[src/rtl/bshift_iter.sv]
// Iterative barrel shifter: shifts/rotates WIDTH bits by cnt positions, moving
// CHUNK bits per cycle while the remaining count allows and single bits after.
module bshift_iter #(
  parameter int WIDTH = 32,
  parameter int CHUNK = 6,
  parameter int CW    = 6
) (
  input  logic             clk,
  input  logic             arstn,
  input  logic             start_valid,
  output logic             start_ready,
  input  logic [2:0]       fmt,
  input  logic [CW-1:0]    cnt,
  input  logic [WIDTH-1:0] a,
  input  logic             abort,
  output logic             busy,
  output logic             done,
  output logic [WIDTH-1:0] y
);

  typedef enum logic [1:0] {
    IDLE = 2'd0,
    RUN  = 2'd1,
    DONE = 2'd2
  } state_t;

  localparam logic [CW-1:0] CHUNK_C = CW'(CHUNK);
  localparam logic [CW-1:0] ONE_C   = CW'(1);

  state_t           state_r, state_s;
  logic [WIDTH-1:0] y_r, y_s;
  logic [CW-1:0]    rem_r, rem_s;
  logic [2:0]       fmt_r, fmt_s;
  logic             busy_r, done_r, ready_r;

  // One step of k positions in the direction and fill selected by f
  function automatic logic [WIDTH-1:0] step_fn(input logic [WIDTH-1:0] v,
                                               input logic [2:0]       f,
                                               input int               k);
    logic [WIDTH-1:0] r;
    case (f)
      3'b000:          r = v >> k;
      3'b001, 3'b011:  r = v << k;
      3'b010:          r = $unsigned($signed(v) >>> k);
      3'b100, 3'b110:  r = (v >> k) | (v << (WIDTH - k));
      3'b101, 3'b111:  r = (v << k) | (v >> (WIDTH - k));
      default:         r = v;
    endcase
    return r;
  endfunction

  // Next-state, datapath and count update
  always_comb begin
    state_s = state_r;
    y_s     = y_r;
    rem_s   = rem_r;
    fmt_s   = fmt_r;
    case (state_r)
      RUN: begin
        if (abort) begin
          state_s = IDLE;
          rem_s   = '0;
        end else begin
          if (rem_r >= CHUNK_C) begin
            y_s   = step_fn(y_r, fmt_r, CHUNK);
            rem_s = rem_r - CHUNK_C;
          end else begin
            y_s   = step_fn(y_r, fmt_r, 1);
            rem_s = rem_r - ONE_C;
          end
          if (rem_s == '0) begin
            state_s = DONE;
          end else begin
            state_s = RUN;
          end
        end
      end
      IDLE, DONE: begin
        if (start_valid) begin
          y_s   = a;
          fmt_s = fmt;
          rem_s = cnt;
          if (cnt != '0) begin
            state_s = RUN;
          end else begin
            state_s = DONE;
          end
        end else begin
          state_s = IDLE;
        end
      end
      default: begin
        state_s = IDLE;
        rem_s   = '0;
      end
    endcase
  end

  // State and datapath registers; status flags are registered from next state
  always_ff @(posedge clk or negedge arstn) begin
    if (!arstn) begin
      state_r <= IDLE;
      y_r     <= '0;
      rem_r   <= '0;
      fmt_r   <= 3'b000;
      busy_r  <= 1'b0;
      done_r  <= 1'b0;
      ready_r <= 1'b1;
    end else begin
      state_r <= state_s;
      y_r     <= y_s;
      rem_r   <= rem_s;
      fmt_r   <= fmt_s;
      busy_r  <= (state_s == RUN);
      done_r  <= (state_s == DONE);
      ready_r <= (state_s != RUN);
    end
  end

  assign y           = y_r;
  assign busy        = busy_r;
  assign done        = done_r;
  assign start_ready = ready_r;

endmodule

[config.mk]
export PLATFORM = sky130hd
export DESIGN_NAME = bshift_iter
export DESIGN_NICKNAME = d
export VERILOG_FILES = /design/src/rtl/bshift_iter.sv
export SDC_FILE = /design/constraint.sdc
export NUM_CORES = 1
export LEC_CHECK = 0
export ABC_CLOCK_PERIOD_IN_PS = 6650
export CAP_MARGIN = 40
export CORE_MARGIN = 5
export CORE_UTILIZATION = 45
export DETAILED_ROUTE_END_ITERATION = 8
export PLACE_DENSITY = 0.73
export SYNTH_ARGS = -nofsm -noshare
export SYNTH_HDL_FRONTEND = slang
export SYNTH_SLANG_ARGS = --single-unit
[constraint.sdc]
create_clock -name clk -period 6.65 [get_ports clk]
set_clock_uncertainty 0.1 [all_clocks]
set_input_delay 1.33 -clock clk [delete_from_list [all_inputs] [get_ports clk]]
set_output_delay 1.33 -clock clk [all_outputs]
set_load 0.02 [all_outputs]
* Yosys cells after proc, flatten, opt, wreduce, memory -nomap -nowiden
Index checks and enable logic that the tools add are counted.
Storage, ports and cells: bits of input ports 45, bits in registers 46, memories kept 0, memory bits (writable) 0, latch bits 0, word-level logic and storage cells 59, bits in read-only memories 0
Cells by class: equal/unequal tests 15, magnitude comparators 1, reductions and logical operators 12, shift operators 0, multipliers 0, muxes and demuxes 17, div/mod/pow operators 0, $add $sub $neg 2, bitwise logic cells 4
Operators with widths (count):
- 32-bit one-hot mux with 5 select lines | 2
- 32-bit 2-to-1 mux | 3
- 32-bit one-hot mux with 2 select lines | 1
- 26-bit by 32-bit OR with 32-bit output | 1
- 31-bit by 32-bit OR with 32-bit output | 1
- 32-bit by 1-bit OR with 32-bit output | 1
- 32-bit by 6-bit OR with 32-bit output | 1
- 6-bit 2-to-1 mux | 5
- 3-bit == test, second input constant | 4
- 6-bit one-hot mux with 2 select lines | 1
- 2-bit 2-to-1 mux | 4
- 2-bit OR reduction | 4
- 3-bit by 2-bit == test with 1-bit output, second input constant | 2
- 6-bit by 3-bit >= comparator with 1-bit output, second input constant | 1
- 6-bit zero test | 1
- 2-bit != test, second input constant | 3
- 6-bit nonzero test | 1
- 6-bit by 1-bit subtractor with 6-bit output, second input constant | 1
- 6-bit by 3-bit subtractor with 6-bit output, second input constant | 1
- 2-bit by 1-bit == test with 1-bit output, second input constant | 2
- 2-bit == test, second input constant | 2
- 2-bit one-hot mux with 2 select lines | 1
- 4-bit AND reduction | 1
- 3-bit by 1-bit == test with 1-bit output, second input constant | 1
- 6 further kinds | 6

* Longest topological paths before layout
word-level depth 9, gate-level depth with buffers 8

* Worst setup path before layout
OpenSTA, ideal clock, no wires.
path type in2reg, start input abort, end register y_r[29], in the netlist y[29], stages 6, slack 3981 ps, data arrival time 2487 ps, setup time 82 ps, cell sequence or3b_2 clkbuf_1 nand2_2 clkbuf_1 nor2_1 a31oi_1
Between the ends: longest elaborated chain between the ends 2
Ends and longest elaborated chain:
- from (decl) | line 15 | input logic abort,
- 2-bit != test (no line)
- 3-bit AND reduction (no line)
- to (signal assigned) | line 111 | y_r <= y_s;
- to (decl) | line 31 | logic [WIDTH-1:0] y_r, y_s;
No other way between the ends. A chain may end at the register's enable or synchronous reset.

* Final worst setup path
start input start_valid, end register y_r[6], in the netlist y[6]
Between the ends: longest elaborated chain between the ends 2
Ends and longest elaborated chain:
- from (decl) | line 10 | input logic start_valid,
- 2-bit != test (no line)
- 3-bit AND reduction (no line)
No other way between the ends.

==> results by group <==
Worst setup path
  • Reg2reg start: rem_r[0]$_DFFE_PN0N_
  • Critical Path Source: start_valid
  • Worst EP required: 6770 ps
  • WP data arrival: 3540 ps
  • Setup crit start kind: input port
  • Crit Path Max Fanout: 35
  • CP endpoint kind: flop
  • WS Path Type: input port to flop

Global routing
  • Largest net degree at the start of global routing: 84
  • Total GRT Usage: 22.9%
  • Initial antenna violation count: 0
  • Vias in the first global route: 3360
  • First-pass GRT wire length: 17900 um
  • Grt ovf: 0

Synth
  • Yosys Warn Count: 0
  • Top cells by area, synth: dfrtp_1 (33%), nor2b_1 (4.0%), o21ai_0 (3.8%)
  • Syn Inst Count: 389
  • Seq/Total Area, Yosys: 33.4%
  • Async S/R FF share, synth: 100%
  • Syn Area/Cell: 8.86 sq um
  • Synth area leader: dfrtp_1
  • Post-synth EDFFs: 0
  • Top post-synthesis cells by count: dfrtp_1 (45), nand2_1 (32), o21ai_0 (26)
  • Post-synth top area share: 32.7%
  • Post-synthesis net count: 438
  • Synth Register Bits: 46
  • Top-count cell post-synth: dfrtp_1
  • Most common flop cell mapped by yosys: dfrtp_1
  • Count of cell types in the netlist: 61
  • Cell area after synthesis: 0.00345 sq mm

Timing
  • Relative slew slack: 36.5%
  • Final period util: 51.5%
  • Final Setup Violations: 0
  • Setup tns final: 0 ps
  • Worst Tran Pin Value: 953 ps
  • Fmax: 0.292 GHz
  • Max Slew Vio Count: 0
  • RSZ-0062 raised after global routing: no
  • Final worst path period need: 3420 ps
  • Worst setup margin: 3230 ps
  • Hold Fails Final Rpt: 0

Clock network
  • Clock Tree Buf Depth: 2
  • Post-CTS Setup Inserts: 0
  • Clock sink count: 46
  • CTS H-Tree Depth: 2
  • Clock Pin Slew Worst Setup and Hold Paths: 80 ps
  • CTS tree: done
  • Hold-fix buffer count after cts: 0
  • Clock root cell: clkbuf_8
  • Post_cts resized: 0
  • Clk_lat worst skew: 310 ps
  • CTS Buf Count: 5

Floorplanning
  • Top Ports: 80
  • Core box area: 0.00761 sq mm
  • Initial Utilization: 45.3%
  • Chip height: 97.5 um
  • Die X: 97.5 um
  • Rows: 32
  • Die Area: 0.00951 sq mm

Layout
  • Multi-input gate area: 0.00206 sq mm
  • Nets: 492
  • Area grow syn2layout: 26.3%
  • Layout cells sized above 1: 8.78%
  • Sequential cell area: 0.00115 sq mm
  • Fill cells: 694
  • ANT cells: 0

Route
  • Residual DRC: 0
  • Mean routed wirelength per cell: 20.2 um
  • Post-route antenna net violation count: 0
  • Drt total wl: 11000 um
  • DRT Pass-1 Iters: 5
  • Vias per cell: 6.29
  • DR vias: 3433
  • DR iter-0 viols: 395

Power
  • Pwr dens: 536 mW/mm^2
  • Switch Pwr: 1.15 mW
  • P_int: 1.18 mW
  • Seq pwr share: 27.6%
  • Leakage Power: 1.67 nW
  • Clk network pwr share: 9.2%
  • Switching part of the total: 49.3%
  • Gate power share: 63.1%
  • Peak VDD IR: 0.000228 V

Status
  • Status: finished, final reports clean

Worst hold path
  • Hold Crit Class: flop to flop
  • Hold_sp: fmt_r[1]$_DFFE_PN0P_

Job
  • Maxcap violations: 0

Placement
  • Detailed Place HPWL: 7330 um
  • Pre-CTS setup slack: 2900 ps
  • Placer congestion estimate: 0.888
  • I/O Buffers: 79
## through the flow
stage / cell area (sq um) / std cells / utilization, % / hold WS (ps) / total power [mW]
after floorplan: 3450 / 389 / - / 369 / 1.60
after global placement: 4220 / 536 / 55.5 / 402 / 2.05
after detailed placement: 4250 / 538 / 55.8 / 428 / 2.09
after CTS: 4350 / 546 / 57.2 / 458 / 2.32
after global routing: 4350 / 546 / 57.2 / 485 / 2.48
final: 4350 / 546 / 57.2 / 454 / 2.33
## critical path, stage by stage
cell             delay, ps
clkdlybuf4s50_1        710
nand2b_1               460
nand2_2                630
o22ai_1                190
nor3_1                 220
## cell families (layout without fill, tap and decap cells)
group | Yosys count | count (layout) | share of synthesized area [%]
flip-flops | 46 | 46 | 33.4
AND/OR/NAND/NOR | 116 | 116 | 18.2
AO/OA/AOI/OAI | 153 | 153 | 32.0
adder cells (fa/ha/maj) | 4 | 4 | 1.45
XOR/XNOR | 3 | 3 | 0.762
multiplexers | 13 | 13 | 7.11
buffers and inverters | 54 | 109 | 7.04
## final cells by class
class                      instances  share of cell area, %
inverter                          14                   1.21
sequential                        46                   26.5
timing repair buffer              87                   19.6
clock buffer                       5                   1.58
multi-input combinational        289                   47.3
clock inverter                     3                  0.920
tap                              102                   2.93
## power groups by stage
stage               Sequential (mW)  Clock, mW  Combinational [mW]
floorplan                     0.669          0               0.932
global placement              0.639          0                1.41
detailed placement            0.640          0                1.45
CTS                           0.636      0.218                1.46
global route                  0.659      0.228                1.59
finish                        0.644      0.215                1.47
## per-layer routing
metal / global-route usage [%] / wire length [um] / vias up
li1: - / - / 1579
met1: 32.3 / 4680 / 1624
met2: 35.2 / 5050 / 209
met3: 4.81 / 1050 / 21
met4: 7.45 / 220 / 0
met5: 0 / 0 / -
## final timing paths
path / endpoint / slack [ps] / cells after the start
hold reg to reg: fmt_r[1]$_DFFE_PN0P_ / 450 / 2
setup / recovery: y[6]$_DFFE_PN0P_ / 3230 / 5
max in group asynchronous: fmt_r[0]$_DFFE_PN0P_ / 4990 / 2
min in group asynchronous: y[20]$_DFFE_PN0P_ / 1010 / 2
setup reg to reg: y[23]$_DFFE_PN0P_ / 3820 / 6
hold / removal: fmt_r[1]$_DFFE_PN0P_ / 450 / 2
## placed cells by master (no fill, tap or decap), types with 5 or more instances in the layout
master,n
nand2_1,32
a31oi_1,11
and3_1,5
nand2b_1,9
buf_4,7
clkdlybuf4s50_1,78
o22ai_1,9
nor3_1,8
clkbuf_8,5
o21a_1,12
mux2i_1,5
nor2_1,13
a221oi_1,9
o21ai_0,25
nand3_1,8
o211ai_1,9
a2111oi_2,5
nor2b_1,22
a2111oi_0,8
inv_1,14
a211oi_1,8
dfrtp_1,44
a21o_1,5
a21oi_1,25
## sequential cells by signal, summed over array words and instances, names as in the netlist
signal	cells
y	32
done	1
fmt_r	3
rem_r	6
start_ready	1
busy	1
state_r	2
Note: power is estimated with default switching activity, not from simulation.
